==> src/rtl/lpm_mem_arbiter.sv <==
// rtl/lpm_mem_arbiter.sv - round-robin arbiter sharing one LPM table memory port among NUM_REQ requesters
// Optional issue/stall counters are built when LPM_ARB_STATS_EN is defined.
module lpm_mem_arbiter #(
  parameter int NUM_REQ    = 2,
  parameter int ADDR_WIDTH = 32,
  parameter int DATA_WIDTH = 32
) (
  input  logic                             CLK,
  input  logic                             RST,
  input  logic [NUM_REQ-1:0]               req_read__ENA,
  input  logic [NUM_REQ*ADDR_WIDTH-1:0]    req_read_addr,
  output logic [NUM_REQ-1:0]               req_read__RDY,
  input  logic [NUM_REQ-1:0]               req_write__ENA,
  input  logic [NUM_REQ*ADDR_WIDTH-1:0]    req_write_addr,
  input  logic [NUM_REQ*DATA_WIDTH-1:0]    req_write_data,
  output logic [NUM_REQ-1:0]               req_write__RDY,
  output logic                             mem_read__ENA,
  output logic [ADDR_WIDTH-1:0]            mem_read_addr,
  input  logic                             mem_read__RDY,
  output logic                             mem_write__ENA,
  output logic [ADDR_WIDTH-1:0]            mem_write_addr,
  output logic [DATA_WIDTH-1:0]            mem_write_data,
  input  logic                             mem_write__RDY
`ifdef LPM_ARB_STATS_EN
  ,
  output logic [31:0]                      stat_reads,
  output logic [31:0]                      stat_writes,
  output logic [31:0]                      stat_stalls
`endif
);

  localparam int PTR_W = (NUM_REQ > 1) ? $clog2(NUM_REQ) : 1;

  logic [NUM_REQ-1:0]    slot_valid;
  logic [NUM_REQ-1:0]    slot_is_write;
  logic [ADDR_WIDTH-1:0] slot_addr [NUM_REQ];
  logic [DATA_WIDTH-1:0] slot_data [NUM_REQ];

  logic                  out_valid;
  logic                  out_is_write;
  logic [ADDR_WIDTH-1:0] out_addr;
  logic [DATA_WIDTH-1:0] out_data;

  logic [PTR_W-1:0]      ptr;
  logic [PTR_W-1:0]      grant_idx;
  logic [PTR_W-1:0]      ptr_next;
  logic                  grant_found;
  logic                  consumed;
  logic                  load;

  // Readiness depends only on registered slot state, so a slot freed by a grant refills next cycle.
  assign req_read__RDY  = ~slot_valid;
  assign req_write__RDY = ~slot_valid & ~req_read__ENA;

  assign mem_read__ENA  = out_valid & ~out_is_write;
  assign mem_write__ENA = out_valid & out_is_write;
  assign mem_read_addr  = mem_read__ENA  ? out_addr : '0;
  assign mem_write_addr = mem_write__ENA ? out_addr : '0;
  assign mem_write_data = mem_write__ENA ? out_data : '0;

  assign consumed = (mem_read__ENA & mem_read__RDY) | (mem_write__ENA & mem_write__RDY);
  assign load     = ~out_valid | consumed;

  always_comb begin
    grant_found = 1'b0;
    grant_idx   = '0;
    for (int k = 0; k < NUM_REQ; k++) begin
      if (!grant_found && slot_valid[(int'(ptr) + k) % NUM_REQ]) begin
        grant_found = 1'b1;
        grant_idx   = PTR_W'((int'(ptr) + k) % NUM_REQ);
      end
    end
  end

  assign ptr_next = (grant_idx == PTR_W'(NUM_REQ - 1)) ? '0 : grant_idx + 1'b1;

  always_ff @(posedge CLK or posedge RST) begin
    if (RST) begin
      slot_valid    <= '0;
      slot_is_write <= '0;
      for (int i = 0; i < NUM_REQ; i++) begin
        slot_addr[i] <= '0;
        slot_data[i] <= '0;
      end
      out_valid    <= 1'b0;
      out_is_write <= 1'b0;
      out_addr     <= '0;
      out_data     <= '0;
      ptr          <= '0;
    end else begin
      if (load) begin
        if (grant_found) begin
          out_valid    <= 1'b1;
          out_is_write <= slot_is_write[grant_idx];
          out_addr     <= slot_addr[grant_idx];
          out_data     <= slot_data[grant_idx];
          ptr          <= ptr_next;
        end else begin
          out_valid <= 1'b0;
        end
      end
      // A granted slot is always valid, so it can never be accepting on the same edge.
      for (int i = 0; i < NUM_REQ; i++) begin
        if (load && grant_found && grant_idx == PTR_W'(i)) begin
          slot_valid[i] <= 1'b0;
        end else if (req_read__ENA[i] && req_read__RDY[i]) begin
          slot_valid[i]    <= 1'b1;
          slot_is_write[i] <= 1'b0;
          slot_addr[i]     <= req_read_addr[i*ADDR_WIDTH +: ADDR_WIDTH];
        end else if (req_write__ENA[i] && req_write__RDY[i]) begin
          slot_valid[i]    <= 1'b1;
          slot_is_write[i] <= 1'b1;
          slot_addr[i]     <= req_write_addr[i*ADDR_WIDTH +: ADDR_WIDTH];
          slot_data[i]     <= req_write_data[i*DATA_WIDTH +: DATA_WIDTH];
        end
      end
    end
  end

`ifdef LPM_ARB_STATS_EN
  always_ff @(posedge CLK or posedge RST) begin
    if (RST) begin
      stat_reads  <= '0;
      stat_writes <= '0;
      stat_stalls <= '0;
    end else begin
      if (mem_read__ENA && mem_read__RDY) stat_reads <= stat_reads + 32'd1;
      if (mem_write__ENA && mem_write__RDY) stat_writes <= stat_writes + 32'd1;
      if (out_valid && !consumed) stat_stalls <= stat_stalls + 32'd1;
    end
  end
`endif

endmodule

==> config.mk <==
export PLATFORM = sky130hd
export DESIGN_NAME = lpm_mem_arbiter
export DESIGN_NICKNAME = d
export VERILOG_FILES = /design/src/rtl/lpm_mem_arbiter.sv
export SDC_FILE = /design/constraint.sdc
export NUM_CORES = 1
export LEC_CHECK = 0
export ABC_CLOCK_PERIOD_IN_PS = 11000
export CAP_MARGIN = 30
export CORE_MARGIN = 1
export CORE_UTILIZATION = 35
export DETAILED_ROUTE_END_ITERATION = 8
export MAX_ROUTING_LAYER = met4
export SLEW_MARGIN = 20
export SYNTH_ARGS = -nofsm -noshare
export SYNTH_HDL_FRONTEND = slang
export SYNTH_SLANG_ARGS = --single-unit
export TNS_END_PERCENT = 20
==> constraint.sdc <==
create_clock -name CLK -period 11 [get_ports CLK]
set_input_delay 2.75 -clock CLK [delete_from_list [all_inputs] [get_ports CLK]]
set_output_delay 2.75 -clock CLK [all_outputs]
set_load 0.01 [all_outputs]
# After elaboration in Yosys (flattened, before gate mapping)

Index checks and enable logic that the tools add are counted.
Widths: inputs -> output; s select.

Mux-type cells: 34
Order comparisons: 4
Add/sub/neg operators: 2
Reductions and logical operators: 18
Bitwise operators: 18

Operators with widths:

| cell                | number |
|---|---|
| $mux 32             | 13 |
| $mux 1              | 21 |
| $logic_and 1x1->1   | 8 |
| $not 1->1           | 7 |
| $reduce_and 2->1    | 3 |
| $reduce_and 3->1    | 2 |
| $reduce_bool 3->1   | 2 |
| $and 1x1->1         | 4 |
| $lt 1x2->1 const B  | 2 |
| $not 2->2           | 2 |
| $reduce_bool 2->1   | 2 |
| $lt 2x3->1 const B  | 1 |
| $add 1x1->1 const B | 2 |
| $and 2x2->2         | 1 |
| $ge 2x2->1 const B  | 1 |
| $not 1->2           | 1 |
| $or 1x1->1          | 2 |
| $and 1x1->1 const A | 1 |
| $logic_not 1->1     | 1 |

Input bits: 200
Output and inout port bits: 102
Flip-flop bits (word level): 199
Logic and storage cells: 89

# Logic depth before layout (Yosys ltp)

Gate-level depths: netlist of the first run.

Depth in word-level cells: 11
Depth in mapped cells: 7
Gate-level depth less buffers: 4

# Least setup slack after synthesis of the first run

OpenSTA, ideal clock, no wires.

Kind: input -> output
Start: input port req_read__ENA[0]
End: output port req_write__RDY[0]
Stages: 1
Slack: 5405 ps
Data required time: 8250 ps
Arrival time: 2845 ps
Buffers on the path: 0
Cells stage by stage: nor2_4

Word-level cells in the longest chain between the ends: 2

RTL lines:

| item        | line | RTL |
|---|---|---|
| from (decl) | 10   | `input logic [NUM_REQ-1:0] req_read__ENA,` |
| $not 2->2   | 53   | `assign req_write__RDY = ~slot_valid & ~req_read__ENA;` |
| $and 2x2->2 | 53   |  |
| to (decl)   | 16   | `output logic [NUM_REQ-1:0] req_write__RDY,` |

Every way passes these cells.

# Final worst setup path of the first run

Same ends and word-level chain as after synthesis.

==> results of run 1 <==
==> worst max-delay path: stages <==
cell and delay, ns:
clkdlybuf4s50_1 0.48, nor2_4 0.12, clkdlybuf4s50_1 0.54
==> Yosys cell counts, drive strengths merged (4+ instances only) <==
cell	count
buf	45
mux2	64
mux2i	65
dfrtp	199
inv	7
a22oi	64
clkbuf	33
nor2	5
and3	96
nand2	65
o21ai	68
and2	4
o2bb2ai	64
==> state kept, by name, indices dropped and copies added, names as in the netlist <==
register	count
out_is_write	1
out_addr	32
slot_valid	2
ptr	1
out_valid	1
slot_data	64
out_data	32
slot_is_write	2
slot_addr	64
==> cells in the final DEF, fill, tap and decap left out <==
master / instances
clkinv_8: 4
o21ai_0: 2
buf_4: 11
o21bai_1: 2
nand2_1: 65
nand2b_1: 1
clkinv_4: 1
o2bb2ai_1: 64
nand3_1: 1
buf_12: 1
dfrtp_1: 197
nor2_1: 3
diode_2: 1
nor2_4: 2
and2_2: 2
a21boi_4: 1
mux2_2: 30
o21ai_1: 65
inv_1: 6
clkbuf_16: 17
nor2b_4: 2
clkbuf_8: 1
a32o_1: 1
bufinv_16: 1
dfrtp_2: 2
o22ai_1: 1
inv_6: 7
a22oi_1: 64
mux2i_1: 65
nor3_1: 2
clkdlybuf4s50_1: 301
a21oi_1: 3
inv_8: 2
buf_16: 2
mux2_4: 34
and3_1: 96
and2_4: 2
o21ai_4: 1
==> power by group <==
| part | internal [mW] | switching (mW) | total (mW) |
|---|---|---|---|
| Sequential | 1.08 | 0.239 | 1.32 |
| Clock | 0.334 | 0.318 | 0.652 |
| Combinational | 0.741 | 0.684 | 1.43 |
==> layout make-up <==
type / instances / area, µm² / share of cell area (%)
Sequential cell: 199 / 4980 / 37.9
Multi-Input combinational cell: 509 / 3920 / 29.8
Timing Repair Buffer: 315 / 3170 / 24.1
Clock buffer: 18 / 439 / 3.34
Tap cell: 335 / 419 / 3.19
Clock inverter: 14 / 176 / 1.34
Inverter: 7 / 33.8 / 0.257
Antenna cell: 1 / 2.50 / 0.0190
==> worst max path at each step <==
stage / start / to / cells past startpoint
after global placement: req_read__ENA[1] / req_write__RDY[1] / 3
after detailed placement: req_read__ENA[0] / req_write__RDY[0] / 3
after global routing: req_read__ENA[1] / req_write__RDY[1] / 3
after floorplan: RST / out_addr[0]$_DFFE_PP0N_ / 1
final: req_read__ENA[0] / req_write__RDY[0] / 3
after CTS: req_read__ENA[0] / req_write__RDY[0] / 3
==> per-layer routing <==
layer / GRT usage [%] / wire length [µm] / part of all wire [%] / up-vias
met4: 4.75 / 335 / 1.1 / 0
li1: - / - / - / 3419
met5: - / 0 / 0 / -
met1: 27.8 / 12800 / 43 / 3653
met3: 6.29 / 2250 / 7.6 / 20
met2: 35.4 / 14300 / 48 / 263
==> stage by stage <==
step / cell area [µm²] / std cells
after floorplan: 9460 / 793
after global placement: 12400 / 1362
after detailed placement: 12500 / 1363
after global routing: 13100 / 1398
final: 13100 / 1398
after CTS: 13100 / 1395
==> cell families (layout without fill, tap and decap cells) <==
family | count (synthesis) | after routing | share of synthesized area [%]
flops | 199 | 199 | 52.7
compound gates | 204 | 204 | 15.3
simple gates | 176 | 176 | 9.96
mux | 129 | 129 | 15.9
buf+inv | 85 | 354 | 6.26
other cells | 0 | 1 | 0
==> flow_summary_export.csv, run 1 <==
group,metric,value,unit
cts,cts_root_buffer,"clkbuf_16",
synthesis,syn_area,9460,µm²
drt,drc_errors,14,
setup_path,worstPathRequired,8.25,ns
grt,antenna_found_initial,1,
synthesis,yosysWarnings,0,
power_and_ir_drop,vdd_drop_max,150,µV
cts,cts_resized,0,
timing,worstMarginPinSlew,0.905,ns
timing,finalSetupViolCount,0,
floorplanning,core_area,26300,µm²
cts,cts_buffers,17,
setup_path,r2r_start,"out_valid$_DFFE_PP0P_",
floorplanning,rows,59,
synthesis,synth_cell_types,32,
min_path,worstHoldEndpoint,"out_data[27]$_DFFE_PP0N_",
timing,post-route-min-period,6.64,ns
setup_path,crit_path_end_kind,"primary output",
setup_path,start_kind,"input port",
timing,slew_viol_final,0,
cts,max-clock-path-buffers,2,
timing,finalHoldViolCount,0,
min_path,hp-class,"flip-flop to flip-flop",
timing,slew_headroom,39.7,%
drt,viasPerCell,5.26,
grt,grt_use_total,22.1,%
power_and_ir_drop,p_per_area,259,nW/µm²
cts,clk_latency,0.43,ns
setup_path,critical_path_class,"input port to primary output",
synthesis,syn_avg_cell_area,11.9,µm²
synthesis,synth_fp_nets,993,
power_and_ir_drop,p_leak,5.52,nW
timing,fin_crit_sh,60.3,%
timing,holdWs,0.483,ns
timing,setup_tns,0,ns
job,maxCapViolCount,0,
timing,grt_setup_unrepaired,"no",
drt,via_count,7355,
placement,place_hpwl,18800,µm
drt,wirelength,29600,µm
grt,grt_max_degree,131,
min_path,whs_path_depth,1,
setup_path,r2r-end,"out_data[11]$_DFFE_PP0N_",
placement,gp_congestion,0.772,
synthesis,seq_area_frac_synth,52.7,%
setup_path,r2r_slack,8.09,ns
setup_path,path_max_fanout,3,
finish,fillers,2403,
synthesis,synth.largest_area_cell,"dfrtp_1",
cts,hold_buffers,0,
setup_path,reg2reg_depth,5,
cts,cts.htree.levels,4,
synthesis,async_flop_share,100,%
cts,post_cts_buffers,0,
placement,place_ws,4.36,ns
drt,routedWlPerCell,21.2,µm
synthesis,postSynthCellCount,793,
finish,final_core_util,50.0,%
floorplanning,die_x,166,µm
synthesis,synthFlopType,"dfrtp_1",
grt,overflow,0,
timing,skew,0.0173,ns
cts,cts_tree,"yes",
placement,numPortBuffers,301,
finish,drive_gt1_share,11.6,%
grt,grt_pass1_wl,45800,µm
floorplanning,io_pins,302,
synthesis,synth_top_area_share,52.7,%
status,status,"complete, but fails checks",
synthesis,synth-edff-count,0,
timing,maxClockFrequency,0.151,GHz
drt,drt_first_pass_iters,7,
finish,final_nets,1249,
floorplanning,die_area,27700,µm²
setup_path,cp.arrival,3.89,ns
finish,syn2layout_area_growth,39.0,%
status,violations,"design-rule violations",
synthesis,synth_seq_cells,199,
grt,grt_pass1_vias,7708,
timing,setup_ws,4.36,ns
drt,drtIter0Drc,478,
cts,cts.sinks,199,
drt,ant_nets,0,
floorplanning,start_util,36.0,%
min_path,hold_path.startpoint,"out_data[27]$_DFFE_PP0N_",
floorplanning,die_h,166,µm
cts,path_clk_slew,0.07,ns
synthesis,synth_area_leaders,"dfrtp_1 (53%), mux2i_1 (6.9%), and3_1 (6.4%)",
power_and_ir_drop,p_total,3.40,mW
Power figures use the tool's default switching activity.
==> run 2, diff against run 1 <==
--- a/config.mk
+++ b/config.mk
@@ -5,12 +5,13 @@
 export SDC_FILE = /design/constraint.sdc
 export NUM_CORES = 1
 export LEC_CHECK = 0
-export ABC_CLOCK_PERIOD_IN_PS = 11000
+export ABC_CLOCK_PERIOD_IN_PS = 5600
 export CAP_MARGIN = 30
 export CORE_MARGIN = 1
 export CORE_UTILIZATION = 35
 export DETAILED_ROUTE_END_ITERATION = 8
 export MAX_ROUTING_LAYER = met4
+export PLACE_DENSITY = 0.66
 export SLEW_MARGIN = 20
 export SYNTH_ARGS = -nofsm -noshare
 export SYNTH_HDL_FRONTEND = slang
==> constraint.sdc (replaced) <==
create_clock -name CLK -period 5.6 [get_ports CLK]
set_input_delay 1.4 -clock CLK [delete_from_list [all_inputs] [get_ports CLK]]
set_output_delay 1.4 -clock CLK [all_outputs]
set_load 0.01 [all_outputs]
==> flow_summary_export.csv, run 2 (synthesized netlist as in run 1, its figures left out) <==
group,metric,value,unit
status,status,"complete, but fails checks",
status,violations,"design-rule violations",
grt,top_usage_layer,"met2",
timing,grt_setup_unrepaired,"no",
cts,clk_latency,0.43,ns
power_and_ir_drop,vdd_drop_max,222,µV
power_and_ir_drop,switching_power,2.42,mW
grt,grt_use_met1,28.0,%
min_path,hp-class,"flip-flop to flip-flop",
cts,cts_tree,"yes",
drt,ant_nets,0,
job,maxCapViolCount,0,
timing,finalSetupViolCount,0,
drt,via_count,7367,
timing,slew_viol_final,0,
finish,final_cell_mix,"clkdlybuf4s50_1 (301), dfrtp_1 (197), and3_1 (96)",
grt,antenna_found_initial,0,
timing,skew,0.0137,ns
power_and_ir_drop,seq_power_share,39.2,%
grt,overflow,0,
placement,numPortBuffers,301,
timing,maxClockFrequency,0.249,GHz
floorplanning,rows,59,
power_and_ir_drop,p_leak,5.51,nW
drt,routedWlPerCell,20.4,µm
setup_path,worstPathRequired,4.20,ns
cts,cts_root_buffer,"clkbuf_16",
setup_path,critical_path_class,"flip-flop to primary output",
placement,gp_congestion,0.802,
floorplanning,core_area,26300,µm²
timing,finalHoldViolCount,0,
cts,cts.sinks,199,
grt,grt_pass1_vias,7742,
finish,syn2layout_area_growth,38.8,%
cts,cts_buffers,17,
cts,cts.htree.levels,4,
drt,viasPerCell,5.26,
grt,grt_use_total,21.4,%
floorplanning,start_util,36.0,%
finish,drive_gt1_share,11.7,%
cts,max-clock-path-buffers,2,
drt,drt_first_pass_iters,9,
timing,fin_crit_sh,71.7,%
grt,met3_usage,4.50,%
finish,final_cells,1400,
floorplanning,die_h,166,µm
setup_path,crit_path_end_kind,"primary output",
finish,reg_top3,"slot_addr x64, slot_data x64",
floorplanning,die_x,166,µm
cts,cts_resized,0,
timing,setup_tns,0,ns
setup_path,cp.arrival,2.62,ns
setup_path,start_kind,"flip-flop",
grt,grt_max_degree,115,
cts,hold_buffers,0,
floorplanning,io_pins,302,
timing,worstMarginPinSlew,0.963,ns
cts,path_clk_slew,0.07,ns
power_and_ir_drop,p_per_area,505,nW/µm²
grt,grt_pass1_wl,44600,µm
drt,wirelength,28500,µm
finish,num_antenna_cells,0,
timing,post-route-min-period,4.02,ns
floorplanning,die_area,27700,µm²
power_and_ir_drop,power.internal,4.20,mW
power_and_ir_drop,sw_frac_of_total,36.6,%
drt,drc_errors,16,
grt,grtUsageMet2,34.2,%
power_and_ir_drop,clkPwrFrac,18.1,%
drt,drtIter0Drc,509,
placement,place_hpwl,19100,µm
power_and_ir_drop,pwr-share-comb,42.8,%
setup_path,path_max_fanout,67,
timing,slew_headroom,35.8,%
placement,dp_cells,1368,
finish,final_nets,1252,
cts,post_cts_buffers,0,
finish,final_common_cell,"clkdlybuf4s50_1",
-- run 2: power by group through the flow --
stage               registers, mW  clock network, mW  logic, mW
floorplan                    2.41                  0       1.96
global placement             2.60                  0       2.76
detailed placement           2.61                  0       2.86
CTS                          2.59               1.23       2.87
global route                 2.68               1.28       3.10
finish                       2.59               1.20       2.83
-- run 2: worst paths after layout --
path	from	end	slack (ns)	cells after the start
max in group asynchronous	RST	slot_data[53]$_DFFE_PP0P_	3.05	3
max	out_is_write$_DFFE_PP0N_	mem_read_addr[19]	1.58	5
min	out_data[6]$_DFFE_PP0N_	out_data[6]$_DFFE_PP0N_	0.49	1
min reg2reg	out_data[6]$_DFFE_PP0N_	out_data[6]$_DFFE_PP0N_	0.49	1
min in group asynchronous	RST	slot_data[34]$_DFFE_PP0P_	1.39	2
max reg2reg	out_is_write$_DFFE_PP0N_	out_addr[19]$_DFFE_PP0N_	2.91	5
-- run 2: routing by layer --
layer / vias up / share of wire, %
li1: 3415 / -
met1: 3696 / 45
met2: 236 / 48
met3: 20 / 5.8
met4: 0 / 1.1
met5: - / 0
-- run 2: critical path, cell delays in order (launching register included) --
cell	delay (ns)
dfrtp_2	0.34
buf_4	0.51
inv_1	0.39
buf_16	0.27
and3_1	0.18
clkdlybuf4s50_1	0.47
-- run 2: layout make-up --
type / instances / area (µm²)
fillers: 2358 / 13200
flip-flops and latches: 199 / 4980
multi-input cells: 509 / 3920
repair buffers: 318 / 3210
clock buffers: 18 / 429
well taps: 335 / 419
clock inverters: 14 / 139
inverters: 7 / 30.0
-- run 2: stage by stage --
stage               worst slack (ns)  total power [mW]  area, µm²  utilization [%]  hold slack (ns)
detailed placement              1.59              5.47      12600             47.8            0.468
global route                    1.38              7.06      13100             49.9            0.499
floorplan                       1.63              4.37       9460                -            0.448
finish                          1.58              6.62      13100             49.9            0.487
global placement                1.60              5.36      12500             47.5            0.465
CTS                             1.52              6.70      13100             49.9            0.490
